## config.mk

```make
export PLATFORM = sky130hd
export DESIGN_NAME = tim_apb_cfg_seq_flat
export DESIGN_NICKNAME = d
export VERILOG_FILES = /design/src/rtl/tim_apb_cfg_seq_if.sv /design/src/rtl/tim_apb_cfg_seq.sv /design/src/flat_wrapper.sv
export SDC_FILE = /design/constraint.sdc
export NUM_CORES = 1
export LEC_CHECK = 0
export ABC_AREA = 1
export CAP_MARGIN = 20
export CORE_ASPECT_RATIO = 0.7
export CORE_MARGIN = 10
export CORE_UTILIZATION = 41
export CTS_CLUSTER_DIAMETER = 60
export DETAILED_ROUTE_END_ITERATION = 10
export GPL_TIMING_DRIVEN = 1
export PLACE_DENSITY = 0.87
export SETUP_SLACK_MARGIN = 0.5
export SYNTH_ARGS = -nofsm -noshare
export SYNTH_HDL_FRONTEND = slang
export SYNTH_SLANG_ARGS = --single-unit
```

## constraint.sdc

```tcl
create_clock -name apb_clk -period 1.8 [get_ports apb_clk]
set_input_delay 0.27 -clock apb_clk [delete_from_list [all_inputs] [get_ports apb_clk]]
set_output_delay 0.27 -clock apb_clk [all_outputs]
set_load 0.01 [all_outputs]
```

## src/rtl/tim_apb_cfg_seq_if.sv

```systemverilog
`default_nettype none
// +----------------------------------------------------------------------------+
// | tim_apb_cfg_seq_if : APB bus bundle between config sequencer and timer      |
// | Rev 1.0                                                                     |
// +----------------------------------------------------------------------------+
interface tim_apb_cfg_seq_if;
  logic        timx_psel;
  logic        timx_penable;
  logic        timx_pwrite;
  logic [15:0] timx_paddr;
  logic [31:0] timx_pwdata;
  logic [31:0] timx_prdata;
  logic        timx_pready;

  modport master (
    output timx_psel, timx_penable, timx_pwrite, timx_paddr, timx_pwdata,
    input  timx_prdata, timx_pready
  );

  modport slave (
    input  timx_psel, timx_penable, timx_pwrite, timx_paddr, timx_pwdata,
    output timx_prdata, timx_pready
  );
endinterface
`default_nettype wire

```

## src/rtl/tim_apb_cfg_seq.sv

```systemverilog
`default_nettype none
// +----------------------------------------------------------------------------+
// | tim_apb_cfg_seq : APB master writing an (addr,data,mask) table to the timer |
// | Rev 1.0                                                                     |
// +----------------------------------------------------------------------------+
module tim_apb_cfg_seq #(
  parameter int IDX_W   = 4,
  parameter int VERIFY  = 0,
  parameter int TIMEOUT = 16
) (
  input  logic              apb_clk,
  input  logic              apb_rst_n,
  input  logic              start,
  input  logic              abort,
  input  logic [IDX_W-1:0]  num_entries,
  output logic [IDX_W-1:0]  tbl_idx,
  input  logic [15:0]       tbl_addr,
  input  logic [31:0]       tbl_data,
  input  logic [31:0]       tbl_mask,
  tim_apb_cfg_seq_if.master apb,
  output logic              busy,
  output logic              done,
  output logic              err,
  output logic [1:0]        err_code,
  output logic [IDX_W-1:0]  err_idx
);

  localparam int c_CNT_W = (TIMEOUT > 1) ? $clog2(TIMEOUT) : 1;
  localparam logic [c_CNT_W-1:0] c_CNT_LAST = c_CNT_W'(TIMEOUT - 1);

  typedef enum logic [2:0] {
    S_IDLE   = 3'd0,
    S_LOAD   = 3'd1,
    S_WSETUP = 3'd2,
    S_WACC   = 3'd3,
    S_RSETUP = 3'd4,
    S_RACC   = 3'd5,
    S_DONE   = 3'd6,
    S_ERR    = 3'd7
  } state_t;

  state_t             r_state;
  state_t             w_state_n;
  logic [IDX_W-1:0]   r_tbl_idx;
  logic [IDX_W-1:0]   w_idx_n;
  logic [IDX_W-1:0]   r_num;
  logic [15:0]        r_addr;
  logic [31:0]        r_data;
  logic [31:0]        r_mask;
  logic [c_CNT_W-1:0] r_cnt;
  logic               r_abort;
  logic               r_err;
  logic [1:0]         r_err_code;
  logic [IDX_W-1:0]   r_err_idx;

  logic               w_accept;
  logic               w_set_err;
  logic [1:0]         w_code_n;
  logic               w_xfer_ok;
  logic               w_in_acc;
  logic               w_to;
  logic               w_mismatch;
  logic               w_last;
  logic               w_abort_any;
  logic [IDX_W-1:0]   w_idx_inc;

  assign w_in_acc    = (r_state == S_WACC) || (r_state == S_RACC);
  assign w_to        = (r_cnt == c_CNT_LAST);
  assign w_mismatch  = |((apb.timx_prdata ^ r_data) & r_mask);
  assign w_last      = (r_tbl_idx == (r_num - 1'b1));
  assign w_abort_any = r_abort | abort;
  assign w_idx_inc   = r_tbl_idx + 1'b1;

  always_ff @(posedge apb_clk or negedge apb_rst_n) begin
    if (!apb_rst_n) r_state <= S_IDLE;
    else            r_state <= w_state_n;
  end

  always_comb begin
    w_state_n = r_state;
    w_idx_n   = r_tbl_idx;
    w_accept  = 1'b0;
    w_set_err = 1'b0;
    w_code_n  = 2'd0;
    w_xfer_ok = 1'b0;
    case (r_state)
      S_IDLE: begin
        if (start) begin
          w_accept  = 1'b1;
          w_idx_n   = '0;
          w_state_n = (num_entries == '0) ? S_DONE : S_LOAD;
        end
      end
      S_LOAD:   w_state_n = S_WSETUP;
      S_WSETUP: w_state_n = S_WACC;
      S_WACC: begin
        if (apb.timx_pready) begin
          if (VERIFY != 0) w_state_n = S_RSETUP;
          else             w_xfer_ok = 1'b1;
        end else if (w_to) begin
          w_set_err = 1'b1;
          w_code_n  = 2'd1;
          w_state_n = S_ERR;
        end
      end
      S_RSETUP: w_state_n = S_RACC;
      S_RACC: begin
        if (apb.timx_pready) begin
          if (w_mismatch) begin
            w_set_err = 1'b1;
            w_code_n  = 2'd2;
            w_state_n = S_ERR;
          end else begin
            w_xfer_ok = 1'b1;
          end
        end else if (w_to) begin
          w_set_err = 1'b1;
          w_code_n  = 2'd1;
          w_state_n = S_ERR;
        end
      end
      default: w_state_n = S_IDLE;
    endcase

    // A pending abort stops us before the next entry, even after the last one.
    if (w_xfer_ok) begin
      if (w_abort_any) begin
        w_idx_n   = w_idx_inc;
        w_set_err = 1'b1;
        w_code_n  = 2'd3;
        w_state_n = S_ERR;
      end else if (w_last) begin
        w_state_n = S_DONE;
      end else begin
        w_idx_n   = w_idx_inc;
        w_state_n = S_LOAD;
      end
    end
  end

  always_ff @(posedge apb_clk or negedge apb_rst_n) begin
    if (!apb_rst_n) begin
      r_tbl_idx  <= '0;
      r_num      <= '0;
      r_addr     <= '0;
      r_data     <= '0;
      r_mask     <= '0;
      r_cnt      <= '0;
      r_abort    <= 1'b0;
      r_err      <= 1'b0;
      r_err_code <= 2'd0;
      r_err_idx  <= '0;
    end else begin
      r_tbl_idx <= w_idx_n;
      if (w_accept) begin
        r_num      <= num_entries;
        r_err      <= 1'b0;
        r_err_code <= 2'd0;
        r_err_idx  <= '0;
      end
      if (w_set_err) begin
        r_err      <= 1'b1;
        r_err_code <= w_code_n;
        r_err_idx  <= w_idx_n;
      end
      if (r_state == S_LOAD) begin
        r_addr <= tbl_addr;
        r_data <= tbl_data;
        r_mask <= tbl_mask;
      end
      if ((r_state == S_WSETUP) || (r_state == S_RSETUP)) r_cnt <= '0;
      else if (w_in_acc && !apb.timx_pready)                r_cnt <= r_cnt + 1'b1;
      if ((r_state == S_IDLE) || (r_state == S_DONE) || (r_state == S_ERR)) r_abort <= 1'b0;
      else if (abort)                                                        r_abort <= 1'b1;
    end
  end

  assign apb.timx_psel    = (r_state == S_WSETUP) || (r_state == S_WACC) ||
                            (r_state == S_RSETUP) || (r_state == S_RACC);
  assign apb.timx_penable = w_in_acc;
  assign apb.timx_pwrite  = (r_state == S_WSETUP) || (r_state == S_WACC);
  assign apb.timx_paddr   = r_addr;
  assign apb.timx_pwdata  = r_data;

  assign tbl_idx  = r_tbl_idx;
  assign busy     = (r_state == S_LOAD) || apb.timx_psel;
  assign done     = (r_state == S_DONE);
  assign err      = r_err;
  assign err_code = r_err_code;
  assign err_idx  = r_err_idx;

endmodule
`default_nettype wire
```

## src/flat_wrapper.sv

```systemverilog
// flat-port wrapper written by rule: the top's interface ports become plain ports
module tim_apb_cfg_seq_flat 
#(
  parameter int IDX_W   = 4,
  parameter int VERIFY  = 0,
  parameter int TIMEOUT = 16
)
  (apb_clk, apb_rst_n, start, abort, num_entries, tbl_idx, tbl_addr, tbl_data, tbl_mask, busy, done, err, err_code, err_idx, apb_timx_psel, apb_timx_penable, apb_timx_pwrite, apb_timx_paddr, apb_timx_pwdata, apb_timx_prdata, apb_timx_pready);
  tim_apb_cfg_seq_if apb_i ();
  input  logic apb_clk;
  input  logic apb_rst_n;
  input  logic start;
  input  logic abort;
  input  logic [IDX_W-1:0] num_entries;
  output logic [IDX_W-1:0] tbl_idx;
  input  logic [15:0] tbl_addr;
  input  logic [31:0] tbl_data;
  input  logic [31:0] tbl_mask;
  output logic busy;
  output logic done;
  output logic err;
  output logic [1:0] err_code;
  output logic [IDX_W-1:0] err_idx;
  output wire logic [$bits(apb_i.timx_psel)-1:0] apb_timx_psel;
  output wire logic [$bits(apb_i.timx_penable)-1:0] apb_timx_penable;
  output wire logic [$bits(apb_i.timx_pwrite)-1:0] apb_timx_pwrite;
  output wire logic [$bits(apb_i.timx_paddr)-1:0] apb_timx_paddr;
  output wire logic [$bits(apb_i.timx_pwdata)-1:0] apb_timx_pwdata;
  input wire logic [$bits(apb_i.timx_prdata)-1:0] apb_timx_prdata;
  input wire logic [$bits(apb_i.timx_pready)-1:0] apb_timx_pready;
  assign apb_timx_psel = apb_i.timx_psel;
  assign apb_timx_penable = apb_i.timx_penable;
  assign apb_timx_pwrite = apb_i.timx_pwrite;
  assign apb_timx_paddr = apb_i.timx_paddr;
  assign apb_timx_pwdata = apb_i.timx_pwdata;
  assign apb_i.timx_prdata = apb_timx_prdata;
  assign apb_i.timx_pready = apb_timx_pready;
  tim_apb_cfg_seq #(.IDX_W(IDX_W), .VERIFY(VERIFY), .TIMEOUT(TIMEOUT)) u_core (.apb_clk(apb_clk), .apb_rst_n(apb_rst_n), .start(start), .abort(abort), .num_entries(num_entries), .tbl_idx(tbl_idx), .tbl_addr(tbl_addr), .tbl_data(tbl_data), .tbl_mask(tbl_mask), .apb(apb_i), .busy(busy), .done(done), .err(err), .err_code(err_code), .err_idx(err_idx));
endmodule
```

==> impl_metrics.toml <==
[worst_setup_path]
worstPathArrival_ns = 2.15
critical_path.most_common_cell = "sky130_fd_sc_hd__nand2_1"
worstSetupPathType = "flop to flop"
crit_path_cell_trace = "inv_2 > ha_4 > xor2_1 > o21ai_1 > a21oi_2 > nand3_2 > nand2_1 > nand2_1 > nand2_1 > nand2_2 > nand2_4 > nand2_4 > nand2_2 > nand2_1"
largest_stage_delay_worst_path_ns = 0.38
critical_path_endpoint_category = "flop"
critical_path_peak_fanout = 5
timing.critical_path.required_ns = 2.04
critical_path.top_delay_family = "simple AND/OR/NAND/NOR gates"
timing.critical_path.slowest_stage_cell = "sky130_fd_sc_hd__dfrtp_1"
critical_path.n_buffers_inverters = 1
worst_setup_path_start_kind = "flop"

[synthesis]
synthXorXnorAreaFrac_pct = 1.32
synthAdderAreaFrac_pct = 1.46
portion_of_netlist_area_occupied_by_mux_cells_pct = 12.1
synthArstFlopShare_pct = 100
synth_cell_type_count = 37
synth_ff_type = "sky130_fd_sc_hd__dfrtp_1"
largest_family_of_logic_cells_by_synthesized_area = "simple AND/OR/NAND/NOR gates"
syn_avg_cell_area_um2 = 9.01
synth_top_cells_by_area = "sky130_fd_sc_hd__dfrtp_1, sky130_fd_sc_hd__mux2_2, sky130_fd_sc_hd__nand2_1"
syn_nets = 697
number_of_enable_type_register_cells_in_the_synthesized_netlist = 0
synth_area_mm2 = 0.00513
synth_compound_gate_area_share_pct = 4.73
yosys-top-cells-count = "sky130_fd_sc_hd__nand2_1, sky130_fd_sc_hd__dfrtp_1, sky130_fd_sc_hd__inv_1"
synth_top_cell_by_area = "sky130_fd_sc_hd__dfrtp_1"
post_synth_inst_count = 570
synth.top_cell.area_share_pct = 50.2
yosys.area_share.simple_pct = 23.2
yosysWarnings = 0
flip_flop_and_latch_count_after_synthesis = 103
seq_area_frac_synth_pct = 50.2
synth.most_common_cell = "sky130_fd_sc_hd__nand2_1"

[clocking]
clkSinkCount = 103
clock_tree.root_cell = "sky130_fd_sc_hd__clkbuf_16"
clkSlewWorstSetupHoldPaths_ns = 0.08
clock_latency_ns = 0.35
tritoncts_clock_tree = "built"
cts.htree.levels = 3
cts_buffer_depth = 2
cts_inserted_buffers = 9

[power_and_ir_drop]
internal_power_mw = 10.8
power.share.sequential_pct = 24.2
vdd_drop_max_v = 0.000952
switching_share_pct = 40.2
power.static_leakage_nw = 4.53
fin_total_pwr_mw = 18.1
power.net_switching_mw = 7.28
power_density_mw_per_mm2 = 1900
power.share.combinational_pct = 65.2
share_clk_of_total_power_pct = 10.7

[global_route]
pin_count_of_the_biggest_net_entering_global_routing = 38
first_global_vias = 5417
grt_first_pass_wirelength_um = 30600
globalRouteTotalUtil_pct = 22.4
antenna_violations_before_repair = 0
grt.overflow.total = 0

[run]
timing.max_cap.violations = 0

[placed_design]
port_buffers = 184
placedInstanceArea_mm2 = 0.00738
place.detailed.hpwl_um = 11700
post_place_setup_slack_ns = -0.438
place.gp.congestion = 0.893
placed_cells = 927

[sta]
worst_slew_margin_relative_to_its_limit_pct = 66.9
max_slew.worst_pin.slew_ns = 0.497
max_freq_mhz = 522
timing.final.crit_share_pct = 106
setup_tns_ns = -0.772
final_max_slew_viol_count = 0
grt_setup_unrepaired = "true"
finalCriticalPeriod_ns = 1.91
setup_viols_final = 14
timing.final.hold_violations = 0
hold-worst-slack_ns = 0.428
worst_clock_skew_ns = 0.0119
post-route-worst-setup-slack_ns = -0.114

[drt]
ant_nets = 0
detail_route.first_pass.iterations = 5
num_vias = 5432
drc = 0
routed_wl_um = 22200
drt-wirelength-per-cell_um = 21.3
via_per_inst = 5.23
first_iter_violations = 340

[layout]
fill_cells = 740
area_delta_synth_final_pct = 85.8
final_util_pct = 77.3
instances_no_fill = 1039
final-seq-area_mm2 = 0.00258
design_area_mm2 = 0.00954
area_taken_by_multi_input_logic_gates_mm2 = 0.00283
final_net_count = 998
ratio_of_cells_with_drive_above_1_in_the_final_layout_pct = 44.4

[floorplan]
fp.coreArea_mm2 = 0.0123
chipHeight_um = 114
die_area_mm2 = 0.0175
floorplan.io_pins = 185
floorplan.initialDensity_pct = 41.6
std_cell_rows = 34
fp.dieW_um = 154

[run_status]
violations = "setup timing"
status = "complete, but fails checks"

[worst_hold_path]
hold_crit_path_type = "primary input to asynchronous set/reset pin"
-- final timing paths --
check                                               from                        to  slack, ns  cells past startpoint
max in group asynchronous                      apb_rst_n         u_core.r_mask[13]       0.79                      3
min in group apb_clk            u_core.apb.timx_paddr[2]  u_core.apb.timx_paddr[2]       0.51                      1
worst min register to register  u_core.apb.timx_paddr[2]  u_core.apb.timx_paddr[2]       0.51                      1
worst max-delay path                     u_core.r_num[0]         u_core.err_idx[3]      -0.11                     14
worst min-delay path                           apb_rst_n          u_core.r_mask[3]       0.43                      2
worst max register to register           u_core.r_num[0]         u_core.err_idx[3]      -0.11                     14
-- registers in the layout (all words and copies together) (netlist names) --
signal                  cells
u_core.apb.timx_paddr      16
u_core.apb.timx_pwdata     32
u_core.tbl_idx              4
u_core.err                  1
u_core.r_cnt                4
u_core.err_idx              4
u_core.r_abort              1
u_core.err_code             2
u_core.r_mask              32
u_core.r_num                4
u_core.r_state              3
-- what timing repair did --
action                                 in CTS  in global routing
resized for setup                         298                173
hold buffers                                1                  0
setup endpoints to repair                 164                147
buffers inserted                           41                 35
endpoints found under the hold margin      32                  0
pin swaps                                  29                 51
cloned                                     18                  0
-- power by group through the flow --
| stage | combinational [mW] | sequential, mW | clock, mW |
|---|---|---|---|
| finish | 11.8 | 4.37 | 1.93 |
| CTS | 10.1 | 4.19 | 1.95 |
| global route | 12.4 | 4.50 | 2.05 |
| floorplan | 3.60 | 4.41 | 0 |
| global placement | 6.52 | 4.19 | 0 |
| detailed placement | 6.65 | 4.25 | 0 |
-- final cells by class --
cell class                 instances  area share, %
timing repair buffer             302           34.8
multi-input combinational        378           29.7
sequential                       103           27.1
inverter                          76           3.25
clock buffer                       9           2.36
tap                              162           2.12
clock inverter                     7          0.616
timing repair inverter             1         0.0918
antenna                            1         0.0262
-- per-layer routing --
layer / global-route usage (%) / wire, um / vias up
met2: 36.0 / 10600 / 286
met5: 0 / 0 / -
li1: - / - / 2447
met3: 8.80 / 1930 / 67
met1: 26.8 / 8940 / 2632
met4: 8.10 / 705 / 0
-- worst register-to-register path, stage by stage, from the launching register on --
cell and delay (ns):
sky130_fd_sc_hd__dfrtp_1 0.38, sky130_fd_sc_hd__inv_2 0.07, sky130_fd_sc_hd__ha_4 0.26, sky130_fd_sc_hd__xor2_1 0.15, sky130_fd_sc_hd__o21ai_1 0.10, sky130_fd_sc_hd__a21oi_2 0.14, sky130_fd_sc_hd__nand3_2 0.13, sky130_fd_sc_hd__nand2_1 0.10
sky130_fd_sc_hd__nand2_1 0.05, sky130_fd_sc_hd__nand2_1 0.09, sky130_fd_sc_hd__nand2_2 0.09, sky130_fd_sc_hd__nand2_4 0.08, sky130_fd_sc_hd__nand2_4 0.05, sky130_fd_sc_hd__nand2_2 0.06, sky130_fd_sc_hd__nand2_1 0.06
-- logic make-up (layout without fill, tap and decap cells) --
family	after synthesis	count (layout)
compound gates	46	46
buf+inv	89	395
xor+xnor	6	6
simple gates	265	265
other cells	0	1
mux	55	55
fa+ha+maj	6	6
flops	103	103
-- layout by cell type (no fill, tap or decap), types with 6 or more instances in the layout --
cell type,Yosys,routed
sky130_fd_sc_hd__dfrtp_1,103,99
sky130_fd_sc_hd__nand4_1,11,11
sky130_fd_sc_hd__nor2_4,2,24
sky130_fd_sc_hd__clkdlybuf4s50_1,0,119
sky130_fd_sc_hd__nor2_1,54,21
sky130_fd_sc_hd__nand3_1,32,23
sky130_fd_sc_hd__nand2_1,142,115
sky130_fd_sc_hd__clkdlybuf4s15_1,0,27
sky130_fd_sc_hd__buf_16,0,18
sky130_fd_sc_hd__clkbuf_2,0,12
sky130_fd_sc_hd__nand2_2,2,20
sky130_fd_sc_hd__nand3_2,3,10
sky130_fd_sc_hd__buf_4,2,54
sky130_fd_sc_hd__buf_6,0,52
sky130_fd_sc_hd__inv_1,68,43
sky130_fd_sc_hd__a21oi_2,1,23
sky130_fd_sc_hd__clkbuf_16,0,9
sky130_fd_sc_hd__nand2_4,5,11
sky130_fd_sc_hd__inv_2,5,28
sky130_fd_sc_hd__mux2_2,55,45
sky130_fd_sc_hd__a21oi_1,32,6
sky130_fd_sc_hd__nor2_2,3,14
sky130_fd_sc_hd__buf_12,0,11
sky130_fd_sc_hd__mux2_4,0,10
sky130_fd_sc_hd__inv_6,1,6
sky130_fd_sc_hd__o21ai_1,1,6
No activity file was read; power rests on OpenSTA's default activity.
